<file path="src/rtl/next_pc_pkg.sv">
// rtl/next_pc_pkg.sv - shared cause codes, FSM state and default vector for next_pc_ctrl
package next_pc_pkg;

    localparam logic [1:0] CAUSE_NONE     = 2'd0;
    localparam logic [1:0] CAUSE_ILLEGAL  = 2'd1;
    localparam logic [1:0] CAUSE_TIMEOUT  = 2'd2;
    localparam logic [1:0] CAUSE_MISALIGN = 2'd3;

    localparam logic [31:0] EXC_VECTOR_DEFAULT = 32'h0000_0080;

    typedef enum logic {
        ST_RUN  = 1'b0,
        ST_HALT = 1'b1
    } state_t;

endpackage

</file>
<file path="src/rtl/pc_target_calc.sv">
// rtl/pc_target_calc.sv - combinational pc+4, branch and jump target generation
module pc_target_calc #(
    parameter int N = 32
) (
    input  logic [N-1:0] pc,
    input  logic [15:0]  imm16,
    input  logic [25:0]  jidx26,
    output logic [N-1:0] pc4,
    output logic [N-1:0] branch_target,
    output logic [N-1:0] jump_target
);

    logic [N-1:0] branch_offset;

    assign pc4           = pc + N'(4);
    assign branch_offset = {{(N-18){imm16[15]}}, imm16, 2'b00};
    assign branch_target = pc4 + branch_offset;
    // Jump stays within the 256 MB region of the delay-slot address.
    assign jump_target   = {pc4[N-1:N-4], jidx26, 2'b00};

endmodule

</file>
<file path="src/rtl/next_pc_ctrl.sv">
// rtl/next_pc_ctrl.sv - next-PC select with trap/ERET, stall watchdog and double-fault halt
// Optional misaligned-target trap: NEXT_PC_MISALIGN_TRAP_EN
module next_pc_ctrl
    import next_pc_pkg::*;
#(
    parameter int           N             = 32,
    parameter logic [N-1:0] EXC_VECTOR    = N'(EXC_VECTOR_DEFAULT),
    parameter int           STALL_TIMEOUT = 16
) (
    input  logic         clk,
    input  logic         reset_n,
    input  logic [N-1:0] pc,
    input  logic [15:0]  imm16,
    input  logic [25:0]  jidx26,
    input  logic [N-1:0] rs_data,
    input  logic         branch,
    input  logic         zero,
    input  logic         jump,
    input  logic         jr,
    input  logic         stall,
    input  logic         exc_req,
    input  logic         eret,
    output logic [N-1:0] pc_bar,
    output logic [N-1:0] epc,
    output logic [1:0]   cause,
    output logic         in_handler,
    output logic         halted
);

    localparam int            CW        = $clog2(STALL_TIMEOUT) + 1;
    localparam logic [CW-1:0] CNT_LIMIT = CW'(STALL_TIMEOUT - 1);

    state_t        state, state_next;
    logic [CW-1:0] stall_cnt, cnt_next;
    logic [N-1:0]  epc_next;
    logic [1:0]    cause_next;
    logic          in_handler_next;

    logic [N-1:0]  pc4, branch_target, jump_target, target;
    logic          timeout, misalign, trap;
    logic [1:0]    trap_cause;

    pc_target_calc #(.N(N)) u_target (
        .pc            (pc),
        .imm16         (imm16),
        .jidx26        (jidx26),
        .pc4           (pc4),
        .branch_target (branch_target),
        .jump_target   (jump_target)
    );

    always_ff @(posedge clk or negedge reset_n) begin
        if (!reset_n) begin
            state      <= ST_RUN;
            stall_cnt  <= '0;
            epc        <= '0;
            cause      <= CAUSE_NONE;
            in_handler <= 1'b0;
        end else begin
            state      <= state_next;
            stall_cnt  <= cnt_next;
            epc        <= epc_next;
            cause      <= cause_next;
            in_handler <= in_handler_next;
        end
    end

    always_comb begin
        state_next      = state;
        cnt_next        = stall_cnt;
        epc_next        = epc;
        cause_next      = cause;
        in_handler_next = in_handler;
        pc_bar          = pc;
        target          = pc4;
        timeout         = 1'b0;
        misalign        = 1'b0;
        trap            = 1'b0;
        trap_cause      = CAUSE_NONE;

        case (state)
            ST_RUN: begin
                timeout = stall && (stall_cnt == CNT_LIMIT);

                if (eret)                 target = epc;
                else if (stall)           target = pc;
                else if (jr)              target = rs_data;
                else if (jump)            target = jump_target;
                else if (branch && zero)  target = branch_target;
                else                      target = pc4;

`ifdef NEXT_PC_MISALIGN_TRAP_EN
                // Only computed targets are checked; hold and pc+4 cannot misalign.
                misalign = (eret || (!stall && (jr || jump || (branch && zero))))
                           && (target[1:0] != 2'b00);
`else
                misalign = 1'b0;
`endif

                trap = exc_req || timeout || misalign;
                if (exc_req)      trap_cause = CAUSE_ILLEGAL;
                else if (timeout) trap_cause = CAUSE_TIMEOUT;
                else              trap_cause = CAUSE_MISALIGN;

                if (trap) begin
                    pc_bar   = EXC_VECTOR;
                    cnt_next = '0;
                    if (!in_handler) begin
                        epc_next        = pc;
                        cause_next      = trap_cause;
                        in_handler_next = 1'b1;
                    end else begin
                        state_next = ST_HALT;
                    end
                end else begin
                    pc_bar = target;
                    if (eret && in_handler) in_handler_next = 1'b0;
                    if (!stall)                  cnt_next = '0;
                    else if (stall_cnt != CNT_LIMIT) cnt_next = stall_cnt + 1'b1;
                end
            end
            ST_HALT: begin
                pc_bar = pc;
            end
            default: begin
                state_next = ST_RUN;
            end
        endcase
    end

    assign halted = (state == ST_HALT);

endmodule

</file>
<file path="config.mk">
export PLATFORM = sky130hd
export DESIGN_NAME = next_pc_ctrl
export DESIGN_NICKNAME = d
export VERILOG_FILES = /design/src/rtl/next_pc_pkg.sv /design/src/rtl/pc_target_calc.sv /design/src/rtl/next_pc_ctrl.sv
export SDC_FILE = /design/constraint.sdc
export NUM_CORES = 1
export LEC_CHECK = 0
export CAP_MARGIN = 20
export CORE_MARGIN = 10
export CORE_UTILIZATION = 50
export CTS_BUF_LIST = sky130_fd_sc_hd__clkbuf_2 sky130_fd_sc_hd__clkbuf_4 sky130_fd_sc_hd__clkbuf_8
export CTS_CLUSTER_SIZE = 25
export DETAILED_ROUTE_END_ITERATION = 8
export HOLD_SLACK_MARGIN = 0.08
export PLACE_DENSITY = 0.84
export SLEW_MARGIN = 10
export SYNTH_ARGS = -nofsm -noshare
export SYNTH_HDL_FRONTEND = slang
export SYNTH_HIERARCHICAL = 1
export SYNTH_SLANG_ARGS = --single-unit
</file>
<file path="constraint.sdc">
create_clock -name clk -period 8.17 [get_ports clk]
set_clock_uncertainty 0.2 [all_clocks]
set_input_delay 2.0425 -clock clk [delete_from_list [all_inputs] [get_ports clk]]
set_output_delay 2.0425 -clock clk [all_outputs]
set_load 0.05 [all_outputs]
</file>
==> Word-level counts from Yosys, hierarchy flattened <==
Index checks and enable logic that the tools add are counted.
{ "totals": {"register_bits": 41, "input_bits": 115, "out_inout_bits": 68, "wordCells": 38} }
{ "classes": {"add_sub_neg": 3, "eq_ne": 3, "mux": 17, "bitwise_logic": 2, "n_reduce_logical": 8} }
{ "ops": {"columns": ["cell", "n"], "rows": [
  ["$mux W32", 6],
  ["$pmux W32 S2", 1],
  ["$add A32 B3 Y32 const B", 1],
  ["$add A32 B32 Y32", 1],
  ["$mux W5", 3],
  ["$mux W1", 6],
  ["$add A5 B1 Y5 const B", 1],
  ["$eq A5 B4 Y1 const B", 1],
  ["$ne A5 B4 Y1 const B", 1],
  ["$reduce_and A2 Y1", 2],
  ["$logic_and A1 B1 Y1", 3],
  ["$ne A3 B1 Y1 const B", 1],
  ["$reduce_and A3 Y1", 1],
  ["$mux W2", 1],
  ["$not A1 Y1", 2],
  ["$reduce_bool A2 Y1", 1],
  ["$logic_or A1 B1 Y1", 1]
]} }

==> Depth between registers and ports, before layout <==
Gate-level depths: netlist of run 1.
{ "logic_depth": {"word_depth": 9, "mapped_depth": 18, "mapped_depth_nobuf": 17} }

==> Modules after synthesis <==
Netlist of run 1, hierarchy kept.
{ "modules_own_cells": {"columns": ["module", "instances", "cells_each", "area_each_um2"], "rows": [
  ["next_pc_ctrl", 1, 380, 3572.2],
  ["pc_target_calc", 1, 367, 2586.2]
]} }

==> Worst setup path before layout of run 1 <==
Ideal clock, no wire load.
{ "synth_path": {"path_type": "input to output", "start": "in pc[2]", "end": "out pc_bar[28]", "arrival_ns": 5.457, "t_required_ns": 5.927, "setup_slack_ns": 0.470, "path_stages": 17, "n_path_buf": 0, "path_cell_list": "ha_1 -> and3_1 -> nand3_1 -> or3_1 -> nor2_1 -> nand3_1 -> xnor2_1 -> ha_1 -> nand2_2 -> or2_1 -> or3_1 -> o22ai_2 -> mux2i_1 -> a2111oi_2 -> mux2i_1 -> o21ai_1 -> a32o_1"} }
{ "synth_between": {"elab_chain_len": 9} }
{ "synth_lines": {"columns": ["item", "line", "text"], "rows": [
  ["start: declaration", "next_pc_ctrl.sv:12", "input logic [N-1:0] pc,"],
  ["$add A32 B3 Y32", "pc_target_calc.sv:15", "assign pc4 = pc + N'(4);"],
  ["named net pc4[20]", "next_pc_ctrl.sv:39", "logic [N-1:0] pc4, branch_target, jump_target, target;"],
  ["$add A32 B32 Y32", "pc_target_calc.sv:17", "assign branch_target = pc4 + branch_offset;"],
  ["named net branch_target[28]", "next_pc_ctrl.sv:39", null],
  ["$mux W32", "next_pc_ctrl.sv:89", "else if (branch && zero) target = branch_target;"],
  ["$mux W32", "next_pc_ctrl.sv:88", "else if (jump) target = jump_target;"],
  ["$mux W32", "next_pc_ctrl.sv:87", "else if (jr) target = rs_data;"],
  ["$mux W32", "next_pc_ctrl.sv:86", "else if (stall) target = pc;"],
  ["$mux W32", "next_pc_ctrl.sv:85", "if (eret) target = epc;"],
  ["$mux W32", "next_pc_ctrl.sv:105", "if (trap) begin"],
  ["$pmux W32 S2", "next_pc_ctrl.sv:81", "case (state)"],
  ["end: declaration", "next_pc_ctrl.sv:23", "output logic [N-1:0] pc_bar,"]
]} }
The timed path passes the listed nets, and every way through them passes these cells.

==> Worst setup path in the final report of run 1 <==
{ "layout_path": {"start": "in pc[10]", "end": "out pc_bar[31]"} }
The elaborated chain is that of the path after synthesis.

==> results.toml, run 1 <==
[synth]
synthTopCellsByArea = "dfrtp_1, a221oi_2, ha_1"
synth_seq_cells = 41
syn_area_per_cell_um2 = 8.24
netlist.area_leader.share_pct = 16.7
netlist.top_cell.by_area = "dfrtp_1"
synth_edf_count = 0
synth_area_um2 = 6160
ys.flop_type = "dfrtp_1"
async_flop_share_pct = 100
synth_cells = 747
yosysSeqAreaShare_pct = 16.7
yosysWarnings = 6
yosysUniqueCellTypes = 65

[final_layout]
multi_input_area_um2 = 4780
stdcell_area_um2 = 9110
syn_to_final_growth_pct = 47.9
final_common_cell = "clkdlybuf4s50_1"
drive_gt1_share_pct = 25.1
n_fill_cell = 919
layout.nets = 1117
seq_area_um2 = 1030
layout_common_cells = "clkdlybuf4s50_1, buf_4, nand2_1"

[floorplan]
row_count = 40
dieWidth_um = 131
coreArea_um2 = 12100
pin_count = 183
start_util_pct = 51.1
dieArea_um2 = 17200
die_h_um = 131

[clock_network]
cts_inserted_buffers = 5
cts_tree = "yes"
clk_pin_slew_ns = 0.09
clk-insertion-delay-late_ns = 0.31
htree_levels = 2
cts.sinks = 41
clockBufferDepth = 2
cts_root_buffer = "clkbuf_8"

[setup_path]
r2r_slack_ns = 5.46
r2r_start = "stall_cnt[0]$_DFFE_PN0P_"
critPathKind = "in2out"
critPathMaxFanout = 6
crit_path_start_kind = "input port"
crit_path_end_kind = "output port"
worstPathArrival_ns = 5.82
reg2reg_depth = 7
r2r_end = "epc[12]$_DFFE_PN0P_"
cp.required_ns = 5.93

[power_and_ir_drop]
p_switching_w = 0.000551
leakagePower_nw = 3.92
p_sw_share_pct = 45.1
p_int_w = 0.000670
combPwrFrac_pct = 62.5
vdd_ir_drop_max_v = 0.000102
powerDensity_nw_per_um2 = 134
pwr-share-seq_pct = 23.1
clock_power_share_pct = 14.5
finalPower_w = 0.00122

[global_routing]
grt-ovfl-total = 0
antenna_found_initial = 1
grtUsageMet1_pct = 30.2
grt_pass1_vias = 6931
grt_max_degree = 64
grt_pass1_wl_mm = 36.6
gr-usage-met2_pct = 46.4
met3_usage_pct = 7.94
track_usage_pct = 27.0
grt_busiest_layer = "met2"

[sta]
timing.final.crit_share_pct = 98.7
fin_crit_ns = 8.06
slew_headroom_pct = 39.7
setup_viol = 0
hold_slack_ns = 0.262
tightest_slew_ns = 0.905
grt_setup_unrepaired = "true"
max_clock_freq_mhz = 124
hold_violations = 0
drv_slew = 0

[status]
status = "complete, no violations"

[routing]
drc = 0
totalWireLength_mm = 24.2
first_iter_violations = 487
antenna_left = 0
viasPerCell = 6.14
first_pass_iters = 5
wl_per_cell_um = 21.3
num_vias = 6980

[min_path]
worstHoldStart = "stall_cnt[3]$_DFFE_PN0P_"
hold_depth = 1
holdPathEnd = "stall_cnt[3]$_DFFE_PN0P_"
hold_path.class = "reg2reg"

[placement]
placed_area_um2 = 8690
dp_hpwl_mm = 19.3
routabilityCongestion = 1.01
io_buffers = 182

[job]
drv_cap = 0
## sequential cells by signal (all words and copies together) (netlist names)
name and flops:
in_handler 1, epc 32, stall_cnt 5, halted 1, cause 2
## cells by family (layout without fill, tap and decap cells)
logic type / count (synthesis) / count (layout) / synth area share (%)
multiplexers: 65 / 65 / 11.2
XOR/XNOR: 55 / 55 / 7.82
other: 1 / 3 / 0.0609
flip-flops: 41 / 41 / 16.7
buffers and inverters: 102 / 321 / 9.47
AO/OA/AOI/OAI: 268 / 268 / 32.9
AND/OR/NAND/NOR: 179 / 179 / 14.4
adder cells (fa/ha/maj): 36 / 36 / 7.44
## per-stage QoR
step / worst slack (ns) / setup TNS [ns] / cells / utilization (%)
after floorplan: 0.470 / 0 / 748 / -
after global placement: -0.181 / -1.01 / 1119 / 72.0
after detailed placement: -0.317 / -1.67 / 1119 / 72.0
after CTS: 0.00476 / 0 / 1131 / 74.0
after global routing: -0.0865 / -0.128 / 1135 / 75.5
final: 0.107 / 0 / 1136 / 75.5
## worst max-delay path, cell delays in order
cell	delay [ns]
clkdlybuf4s50_1	0.50
nand2_2	0.10
nor3_4	0.24
nor2b_4	0.17
buf_4	0.14
and3_1	0.17
xor2_1	0.20
ha_1	0.33
buf_4	0.18
nand4_1	0.17
nor2_2	0.09
a32oi_2	0.22
o31ai_4	0.11
o31a_1	0.34
xnor2_1	0.13
mux2i_1	0.13
o21ai_1	0.08
a32o_2	0.31
buf_12	0.15
## cell usage after synthesis, types with 2 or more instances
master and number:
inv_2 2, and4_1 6, a211o_1 2, nor2b_1 6, mux2_1 30, xor2_1 18
nor2_1 29, dfrtp_1 41, o21bai_1 2, inv_1 13, and2_1 5, a32o_1 31
nand2b_1 6, a21oi_1 32, o31a_1 3, o31ai_1 2, o21ai_0 49, a221oi_1 3
ha_1 35, mux2_2 3, o211a_1 2, and3_1 9, buf_6 5, mux2i_1 32
a32oi_1 2, or2_2 2, a211oi_1 4, nand4_1 18, or2_1 2, o21a_1 4
xnor2_1 37, buf_2 16, nor3_1 7, or3_1 5, o21ai_1 43, a21o_1 11
nand2_1 61, o211ai_1 2, o22ai_1 32, buf_4 38, a221oi_2 31, clkbuf_1 27
nand3_1 17
## metal layers
| metal | up-vias | part of all wire (%) | wire [µm] |
|---|---|---|---|
| li1 | 3263 | - | - |
| met1 | 3322 | 38 | 9230 |
| met2 | 326 | 47 | 11400 |
| met3 | 67 | 10 | 2450 |
| met4 | 2 | 4.4 | 1060 |
| met5 | - | 0.054 | 13 |
## worst max path at each step
stage          startpoint          to  slack [ns]  cells after the start
4_1_cts            pc[12]  pc_bar[29]       0.005                     18
3_5_place_dp        pc[7]  pc_bar[31]       -0.32                     19
6_report           pc[10]  pc_bar[31]        0.11                     19
2_1_floorplan       pc[2]  pc_bar[28]        0.47                     17
5_1_grt            pc[10]  pc_bar[31]       -0.09                     19
3_3_place_gp        pc[7]  pc_bar[28]       -0.18                     18
## area by class of cell
class                      instances  share of cell area [%]
clock inverter                     1                   0.330
clock buffer                       7                   0.989
timing repair buffer             298                    31.9
multi-input combinational        605                    52.5
antenna                            1                  0.0275
tap                              168                    2.31
sequential                        41                    11.3
inverter                          15                   0.618
## timing repair
item                       CTS  global route
setup buffers                4             4
setup endpoints to repair   10            14
hold buffers                 0             0
resized for setup           28            37
pin swaps                   17            19
## power by group through the flow
stage,clock network [W],logic (W),registers [W]
after floorplan,0,0.000294,0.000423
after global placement,0,0.000735,0.000282
after detailed placement,0,0.000743,0.000285
after CTS,0.000177,0.000753,0.000282
after global routing,0.000185,0.000806,0.000289
final,0.000177,0.000763,0.000282
Note: power is estimated with default switching activity, not from simulation.
==> run 2: changes to the inputs <==
--- a/config.mk
+++ b/config.mk
@@ -11,7 +11,7 @@
 export CTS_BUF_LIST = sky130_fd_sc_hd__clkbuf_2 sky130_fd_sc_hd__clkbuf_4 sky130_fd_sc_hd__clkbuf_8
 export CTS_CLUSTER_SIZE = 25
 export DETAILED_ROUTE_END_ITERATION = 8
-export HOLD_SLACK_MARGIN = 0.08
+export HOLD_SLACK_MARGIN = 0.15
 export PLACE_DENSITY = 0.84
 export SLEW_MARGIN = 10
 export SYNTH_ARGS = -nofsm -noshare
==> results of run 2 <==
Same layout as run 1: the final DEF is identical, and so are final timing and power.
